### src/rtl/div_pkg.sv
// Shared definitions for the divider issue sequencer: widths, timeout and
// the sequencer state encoding.
package div_pkg;

    localparam int DIV_W           = 16;
    localparam int DIV_TIMEOUT_CYC = 64;

    localparam logic [2:0] ST_IDLE  = 3'd0;
    localparam logic [2:0] ST_START = 3'd1;
    localparam logic [2:0] ST_LOAD  = 3'd2;
    localparam logic [2:0] ST_PRE   = 3'd3;
    localparam logic [2:0] ST_RUN   = 3'd4;
    localparam logic [2:0] ST_HOLD  = 3'd5;

    typedef enum logic [2:0] {
        S_IDLE  = ST_IDLE,
        S_START = ST_START,
        S_LOAD  = ST_LOAD,
        S_PRE   = ST_PRE,
        S_RUN   = ST_RUN,
        S_HOLD  = ST_HOLD
    } div_state_e;

endpackage

### src/rtl/div_seq_timer.sv
// RUN-state watchdog: clearable up-counter with a terminal-count flag
// that marks the last cycle the divider is allowed to take.
module div_seq_timer #(
    parameter int TW = 7,
    parameter int TC = 63
) (
    input  logic clk,
    input  logic reset_n,
    input  logic i_clr,
    input  logic i_en,
    output logic o_tc
);

    logic [TW-1:0] r_cnt;

    // Count RUN cycles; clear takes priority over enable.
    always_ff @(posedge clk) begin
        if (!reset_n) begin
            r_cnt <= '0;
        end else if (i_clr) begin
            r_cnt <= '0;
        end else if (i_en) begin
            r_cnt <= r_cnt + 1'b1;
        end
    end

    assign o_tc = (r_cnt == TW'(TC));

endmodule

### src/rtl/div_sequencer.sv
// Issue-side sequencer feeding the divider control FSM: operand capture,
// start/goreq/count_done ordering, result hold with timeout reporting.
// Optional macro DIV_ZERO_BYPASS_EN: zero divisor skips the divider.
module div_sequencer
    import div_pkg::*;
#(
    parameter int W           = DIV_W,
    parameter int TIMEOUT_CYC = DIV_TIMEOUT_CYC,
    parameter int TW          = $clog2(TIMEOUT_CYC) + 1
) (
    input  logic         clk,
    input  logic         reset_n,
    input  logic         op_valid,
    output logic         op_ready,
    input  logic [W-1:0] dividend,
    input  logic [W-1:0] divisor,
    output logic [W-1:0] opa_q,
    output logic [W-1:0] opb_q,
    output logic         start,
    output logic         goreq,
    output logic         count_done,
    input  logic         rem_ge,
    input  logic         done_in,
    input  logic [W-1:0] quotient_in,
    input  logic [W-1:0] remainder_in,
    output logic         res_valid,
    input  logic         res_ready,
    output logic [W-1:0] quotient,
    output logic [W-1:0] remainder,
    output logic         timeout_err,
    output logic         div_by_zero
);

    div_state_e   r_state;
    logic         r_op_ready;
    logic         r_start;
    logic         r_goreq;
    logic         r_count_done;
    logic         r_res_valid;
    logic         r_timeout;
    logic [W-1:0] r_opa;
    logic [W-1:0] r_opb;
    logic [W-1:0] r_quot;
    logic [W-1:0] r_rem;
`ifdef DIV_ZERO_BYPASS_EN
    logic         r_dbz;
`endif

    logic w_clr;
    logic w_en;
    logic w_tc;

    assign w_clr = (r_state == S_PRE);
    assign w_en  = (r_state == S_RUN);

    div_seq_timer #(
        .TW (TW),
        .TC (TIMEOUT_CYC - 1)
    ) u_timer (
        .clk     (clk),
        .reset_n (reset_n),
        .i_clr   (w_clr),
        .i_en    (w_en),
        .o_tc    (w_tc)
    );

    // Sequencer FSM: every control strobe is registered one state ahead.
    always_ff @(posedge clk) begin
        if (!reset_n) begin
            r_state      <= S_IDLE;
            r_op_ready   <= 1'b1;
            r_start      <= 1'b0;
            r_goreq      <= 1'b0;
            r_count_done <= 1'b0;
            r_res_valid  <= 1'b0;
            r_timeout    <= 1'b0;
            r_opa        <= '0;
            r_opb        <= '0;
            r_quot       <= '0;
            r_rem        <= '0;
`ifdef DIV_ZERO_BYPASS_EN
            r_dbz        <= 1'b0;
`endif
        end else begin
            unique case (r_state)
                S_IDLE: begin
                    if (op_valid) begin
                        r_opa      <= dividend;
                        r_opb      <= divisor;
                        r_op_ready <= 1'b0;
`ifdef DIV_ZERO_BYPASS_EN
                        if (divisor == '0) begin
                            r_quot      <= '1;
                            r_rem       <= dividend;
                            r_timeout   <= 1'b0;
                            r_dbz       <= 1'b1;
                            r_res_valid <= 1'b1;
                            r_state     <= S_HOLD;
                        end else begin
                            r_start <= 1'b1;
                            r_state <= S_START;
                        end
`else
                        r_start <= 1'b1;
                        r_state <= S_START;
`endif
                    end
                end
                S_START: begin
                    r_start <= 1'b0;
                    r_goreq <= 1'b1;
                    r_state <= S_LOAD;
                end
                S_LOAD: begin
                    r_goreq      <= 1'b0;
                    r_count_done <= 1'b1;
                    r_state      <= S_PRE;
                end
                S_PRE: begin
                    r_count_done <= 1'b0;
                    r_state      <= S_RUN;
                end
                S_RUN: begin
                    // A done on the terminal cycle still wins over timeout.
                    if (done_in) begin
                        r_quot      <= quotient_in;
                        r_rem       <= remainder_in;
                        r_timeout   <= 1'b0;
                        r_res_valid <= 1'b1;
                        r_state     <= S_HOLD;
                    end else if (w_tc) begin
                        r_quot      <= '0;
                        r_rem       <= '0;
                        r_timeout   <= 1'b1;
                        r_res_valid <= 1'b1;
                        r_state     <= S_HOLD;
                    end
                end
                S_HOLD: begin
                    if (res_ready) begin
                        r_res_valid <= 1'b0;
                        r_timeout   <= 1'b0;
`ifdef DIV_ZERO_BYPASS_EN
                        r_dbz       <= 1'b0;
`endif
                        r_op_ready  <= 1'b1;
                        r_state     <= S_IDLE;
                    end
                end
                default: begin
                    r_state <= S_IDLE;
                end
            endcase
        end
    end

    assign op_ready    = r_op_ready;
    assign opa_q       = r_opa;
    assign opb_q       = r_opb;
    assign start       = r_start;
    assign goreq       = (r_state == S_RUN) ? rem_ge : r_goreq;
    assign count_done  = r_count_done;
    assign res_valid   = r_res_valid;
    assign quotient    = r_quot;
    assign remainder   = r_rem;
    assign timeout_err = r_timeout;
`ifdef DIV_ZERO_BYPASS_EN
    assign div_by_zero = r_dbz;
`else
    assign div_by_zero = 1'b0;
`endif

endmodule

### config.mk
export PLATFORM = sky130hd
export DESIGN_NAME = div_sequencer
export DESIGN_NICKNAME = d
export VERILOG_FILES = /design/src/rtl/div_pkg.sv /design/src/rtl/div_seq_timer.sv /design/src/rtl/div_sequencer.sv
export SDC_FILE = /design/constraint.sdc
export NUM_CORES = 1
export LEC_CHECK = 0
export CORE_UTILIZATION = 40
export DETAILED_ROUTE_END_ITERATION = 10
export GPL_TIMING_DRIVEN = 0
export PLACE_DENSITY = 0.77
export SLEW_MARGIN = 20
export SYNTH_ARGS = -nofsm -noshare
export SYNTH_HDL_FRONTEND = slang
export SYNTH_SLANG_ARGS = --single-unit
### constraint.sdc
create_clock -name clk -period 1.7 [get_ports clk]
set_input_delay 0.17 -clock clk [delete_from_list [all_inputs] [get_ports clk]]
set_output_delay 0.17 -clock clk [all_outputs]
set_load 0.005 [all_outputs]
[Yosys cells after proc, flatten, opt, wreduce, memory -nomap -nowiden]
Index checks and enable logic that the tools add are counted.
Storage, ports and cells
  flip-flop bits (word level): 80
  output and inout bits: 71
  word-level logic and storage cells: 59
Cells by class
  add/subtract/negate cells: 1
  equal/unequal tests: 9
  mux-type cells: 22
  bitwise gates (word level): 1
  reductions and logical operators: 14
Operator list (number)
  16-bit two-way mux: 3
  3-bit one-hot mux with 6 select lines: 1
  3-bit two-way mux: 4
  1-bit one-hot mux with 2 select lines: 6
  2-bit nonzero test: 6
  3-bit AND reduction: 3
  1-bit two-way mux: 8
  7-bit by 1-bit adder with 7-bit output (second input constant): 1
  7-bit by 6-bit == test with 1-bit output (second input constant): 1
  3-bit by 2-bit == test with 1-bit output (second input constant): 2
  3-bit == test (second input constant): 2
  2-bit AND reduction: 3
  2-bit inequality test (second input constant): 2
  3-bit by 1-bit == test with 1-bit output (second input constant): 1
  3-bit logical NOT: 1
  3-bit inequality test (second input constant): 1
  2-bit OR reduction: 1
  1-bit NOT: 1

[Longest topological paths before layout]
  depth in word-level cells: 4
  gate-level depth with buffers: 6
  depth with buffers taken out: 4

[Modules after synthesis]
Synthesis repeated with hierarchy kept, for this count alone.
Second synthesis, totals
  cells, all modules: 295
  area, all modules: 2861.5 um^2
By module, submodules not included
  div_sequencer: instances 1, cells each 262, area an instance 2555.0 um^2
  div_seq_timer: instances 1, cells each 33, area an instance 306.5 um^2

[Worst setup path before layout]
OpenSTA, ideal clock, no wires.
  path kind: register to register
  start: register r_state[2]
  end: register r_opa[15], in the netlist opa_q[15]
  setup time: 0.133 ns
  arrival time: 1.445 ns
  setup slack: 0.123 ns
  stages on the path, launching flop included: 6
  buffers on the path: 2
  path through: dfxtp_1 or4b_2 clkbuf_1 clkbuf_1 nand2_1 a21oi_1
Between the ends
  word-level cells in the longest chain between the ends: 2
Ends and longest elaborated chain
  from (decl): RTL line div_sequencer.sv:34  | div_state_e r_state;
  from (signal assigned): RTL line div_sequencer.sv:70  | r_state <= S_IDLE;
  from (signal assigned): RTL line div_sequencer.sv:105  | r_state <= S_START;
  from (signal assigned): RTL line div_sequencer.sv:112  | r_state <= S_LOAD;
  3-bit logical NOT: RTL line div_sequencer.sv:85  | unique case (r_state)
  2-bit AND reduction (no source line)
  to (signal assigned): RTL line div_sequencer.sv:88  | r_opa <= dividend;
  to (decl): RTL line div_sequencer.sv:41  | logic [W-1:0] r_opa;
No other way between the ends.
A chain may end at the register's enable or synchronous reset.

[Worst setup path in the final report]
  start: register r_state[1]
  end: register u_timer.r_cnt[6]
Between the ends
  word-level cells in the longest chain between the ends: 2
Ends and longest elaborated chain
  3-bit by 2-bit == test with 1-bit output: RTL line div_sequencer.sv:53  | assign w_clr = (r_state == S_PRE);
  2-bit OR reduction (no source line)
  to (signal assigned): RTL line div_seq_timer.sv:23  | r_cnt <= r_cnt + 1'b1;
  to (decl): RTL line div_seq_timer.sv:14  | logic [TW-1:0] r_cnt;
Parallel ways exist; a longest one is shown, timed or not.

==> out/metrics.cfg <==
[layout]
drive_gt1_share_pct = 9.29
fin_cells = 637
fill_cells = 621
nNetsFinal = 604
num_antenna_cells = 0
syn_to_final_growth_pct = 59.3
post-route-util_pct = 67.6
seq_area_um2 = 1610
multi_input_area_um2 = 1420

[floorplan]
core_um2 = 7410
start_util_pct = 42.4
die_w_um = 90.6
io_pins = 141
dieHeight_um = 90.6
placementRows = 31
die_area_um2 = 8210

[logic_synthesis]
synth.cell_area_um2 = 3140
avgSynthCellArea_um2 = 8.29
ys_top_cells_by_area = dfxtp_1 51%, a21oi_1 17%, nand2_1 8.7%
async_flop_share_pct = 0
synth_cell_types = 38
ys_warn_count = 0
syn_nets = 450
synth_top_area_cell = dfxtp_1
synth_top_area_share_pct = 51.0
synth-edff-count = 0
syn-instance-count = 379
dominantRegCellSynth = dfxtp_1
seq_area_frac_synth_pct = 51.0
ys_ff_latch = 80

[worst_hold_path]
hold_path_depth = 3
min-delay-start = done_in
hold_path_end = quotient[7]
hp-class = input port to flip-flop

[power_and_ir_drop]
clockPowerShare_pct = 36.8
power.internal_w = 0.00338
ir_drop_mv = 0.526
switching_share_pct = 24.0
power.density_nw_per_um2 = 888
pwr-share-seq_pct = 45.7
p_sw_w = 0.00107
finalPower_w = 0.00444
leakagePower_nw = 1.75
power.share.combinational_pct = 17.5

[critical_path]
r2r-start = r_state[1]
crit_fanout = 10
start_kind = flip-flop
path_class = flip-flop to flip-flop
endpoint_kind = flip-flop
r2r_slack_ps = 60
crit_start = r_state[1]
cp.required_ps = 1910
reg2reg_to = u_timer.r_cnt[6]
reg2regPathDepth = 5
cp.arrival_ps = 1860

[clock_tree]
clock-sinks = 80
path_clk_slew_ps = 80
cts_tree = built
cts_root_buffer = clkbuf_8
cts_buffers = 9
cts_htree_levels = 3
clk_latency_ps = 340
cts.path.max_buffers = 2

[sta]
period_share_pct = 96.7
setup_viol = 0
period_needed_ps = 1640
finalSetupTns_ps = 0
grt_setup_unrepaired = true
hold_viol_final = 0
whs_ps = 261
max_freq_mhz = 608
finalMaxSlewViolations = 0
finClkSkew_ps = 4.64

[global_route]
grt_pass1_vias = 3046
antenna_found_initial = 0
grt-ovfl-total = 0
grt_pass1_wl_um = 14400
grt_use_total_pct = 21.2
grt_max_degree = 14

[placed_design]
numPortBuffers = 138
dp_cells = 616
gp_congestion = 0.736
hpwl_um = 6430

[job]
max_cap_violations = 0

[drt]
vias_per_cell = 5.10
drc = 0
post_drt_wl_per_cell_um = 13.8
antenna_left = 0
wirelength_um = 8790
vias = 3249
drtIter0Drc = 152
dr.pass1.iters = 4

[outcome]
outcome = finished clean

cells by family (layout without fill, tap and decap cells):
kind of cell               count (synthesis)  after routing  share of synthesized area, %
muxes                                      1              1                         0.358
buffers and inverters                     39            198                          4.94
other                                      1              1                         0.119
DFF                                       80             80                          51.0
xor gates and xnor gates                   2              2                         0.558
adders and majority gates                  1              1                         0.398
and+or+nand+nor                          102            102                          14.7
AOI/OAI and AO/OA                        153            153                          28.0
sequential cells by signal, summed over array words and instances, names as in the netlist:
register       count
count_done         1
op_ready           1
opa_q             16
opb_q             16
quotient          16
r_goreq            1
r_state            3
remainder         16
res_valid          1
start              1
timeout_err        1
u_timer.r_cnt      7
final cells by class:
cell class | count | area share [%]
Clock buffer | 11 | 2.63
Clock inverter | 5 | 2.10
Timing Repair Buffer | 145 | 28.5
Tap cell | 99 | 2.48
Multi-Input combinational cell | 260 | 28.4
Inverter | 5 | 0.375
Sequential cell | 80 | 32.1
Buffer | 32 | 3.33
timing repair:
action | in CTS | in global routing
gates resized for setup | 29 | 13
endpoints found under the setup margin | 64 | 44
pin swaps | 2 | 2
gates cloned | 0 | 0
buffers inserted | 3 | 4
hold buffers | 0 | 0
worst max-delay path, stage by stage (launching register included):
cell	delay, ps
dfxtp_1	350
or3b_4	410
buf_4	170
clkbuf_2	190
o31ai_1	290
a21oi_1	100
layer usage:
| metal | vias to the layer above | routed length, um | track usage (%) |
|---|---|---|---|
| met3 | 14 | 776 | 6.57 |
| met1 | 1473 | 3780 | 25.3 |
| li1 | 1647 | - | - |
| met5 | - | 0 | 0 |
| met2 | 115 | 4090 | 35.9 |
| met4 | 0 | 140 | 7.26 |
cell usage in the layout (no fill, tap or decap), drive strengths merged:
cell type / n
clkinvlp: 2
a211oi: 33
buf: 16
a21boi: 1
inv: 4
o31ai: 2
o21a: 1
a32o: 1
mux2: 1
nand2b: 1
nand3b: 1
nand4b: 1
nor2b: 2
or4b: 2
clkdlybuf4s50: 137
nor4b: 1
or4: 2
o21bai: 2
nor2: 4
ha: 1
conb: 1
clkbuf: 35
nand2: 73
nor3b: 1
xnor2: 2
bufinv: 3
nand3: 4
or3b: 1
clkinv: 1
nand4: 2
nor4bb: 1
or3: 3
nor3: 3
a21oi: 106
a2111o: 1
o21ba: 1
o21ai: 5
dfxtp: 80
worst max path at each step:
| stage | to | cells past startpoint | slack [ps] |
|---|---|---|---|
| after floorplan | opa_q[15] | 5 | 120 |
| after global routing | opa_q[0] | 4 | -30 |
| after CTS | quotient[4] | 5 | 9 |
| after global placement | goreq | 6 | -430 |
| after detailed placement | opa_q[14] | 5 | -440 |
| final | u_timer.r_cnt[6] | 5 | 60 |
Yosys cell counts, drive strengths merged, types with 2 or more instances:
cell / n
a211oi: 33
a21oi: 106
buf: 5
clkbuf: 29
dfxtp: 80
inv: 4
nand2: 73
nand3: 4
nand4: 2
nor2: 4
nor2b: 2
nor3: 3
o21ai: 5
o21bai: 2
o31ai: 2
or3: 3
or4: 2
or4b: 2
xnor2: 2
metrics by stage:
| step | setup WS, ps | instance area [um2] |
|---|---|---|
| floorplan | 123 | 3140 |
| global placement | -428 | 4650 |
| detailed placement | -444 | 4650 |
| CTS | 9.21 | 4960 |
| global route | -27.3 | 5000 |
| finish | 56.2 | 5000 |
power groups by stage:
| stage | Clock (W) | Sequential, W | Combinational (W) |
|---|---|---|---|
| after floorplan | 0 | 0.00208 | 0.000300 |
| after global placement | 0 | 0.00207 | 0.000741 |
| after detailed placement | 0 | 0.00207 | 0.000749 |
| after CTS | 0.00168 | 0.00203 | 0.000778 |
| after global routing | 0.00176 | 0.00204 | 0.000853 |
| final | 0.00164 | 0.00203 | 0.000777 |
Power figures use the tool's default switching activity.
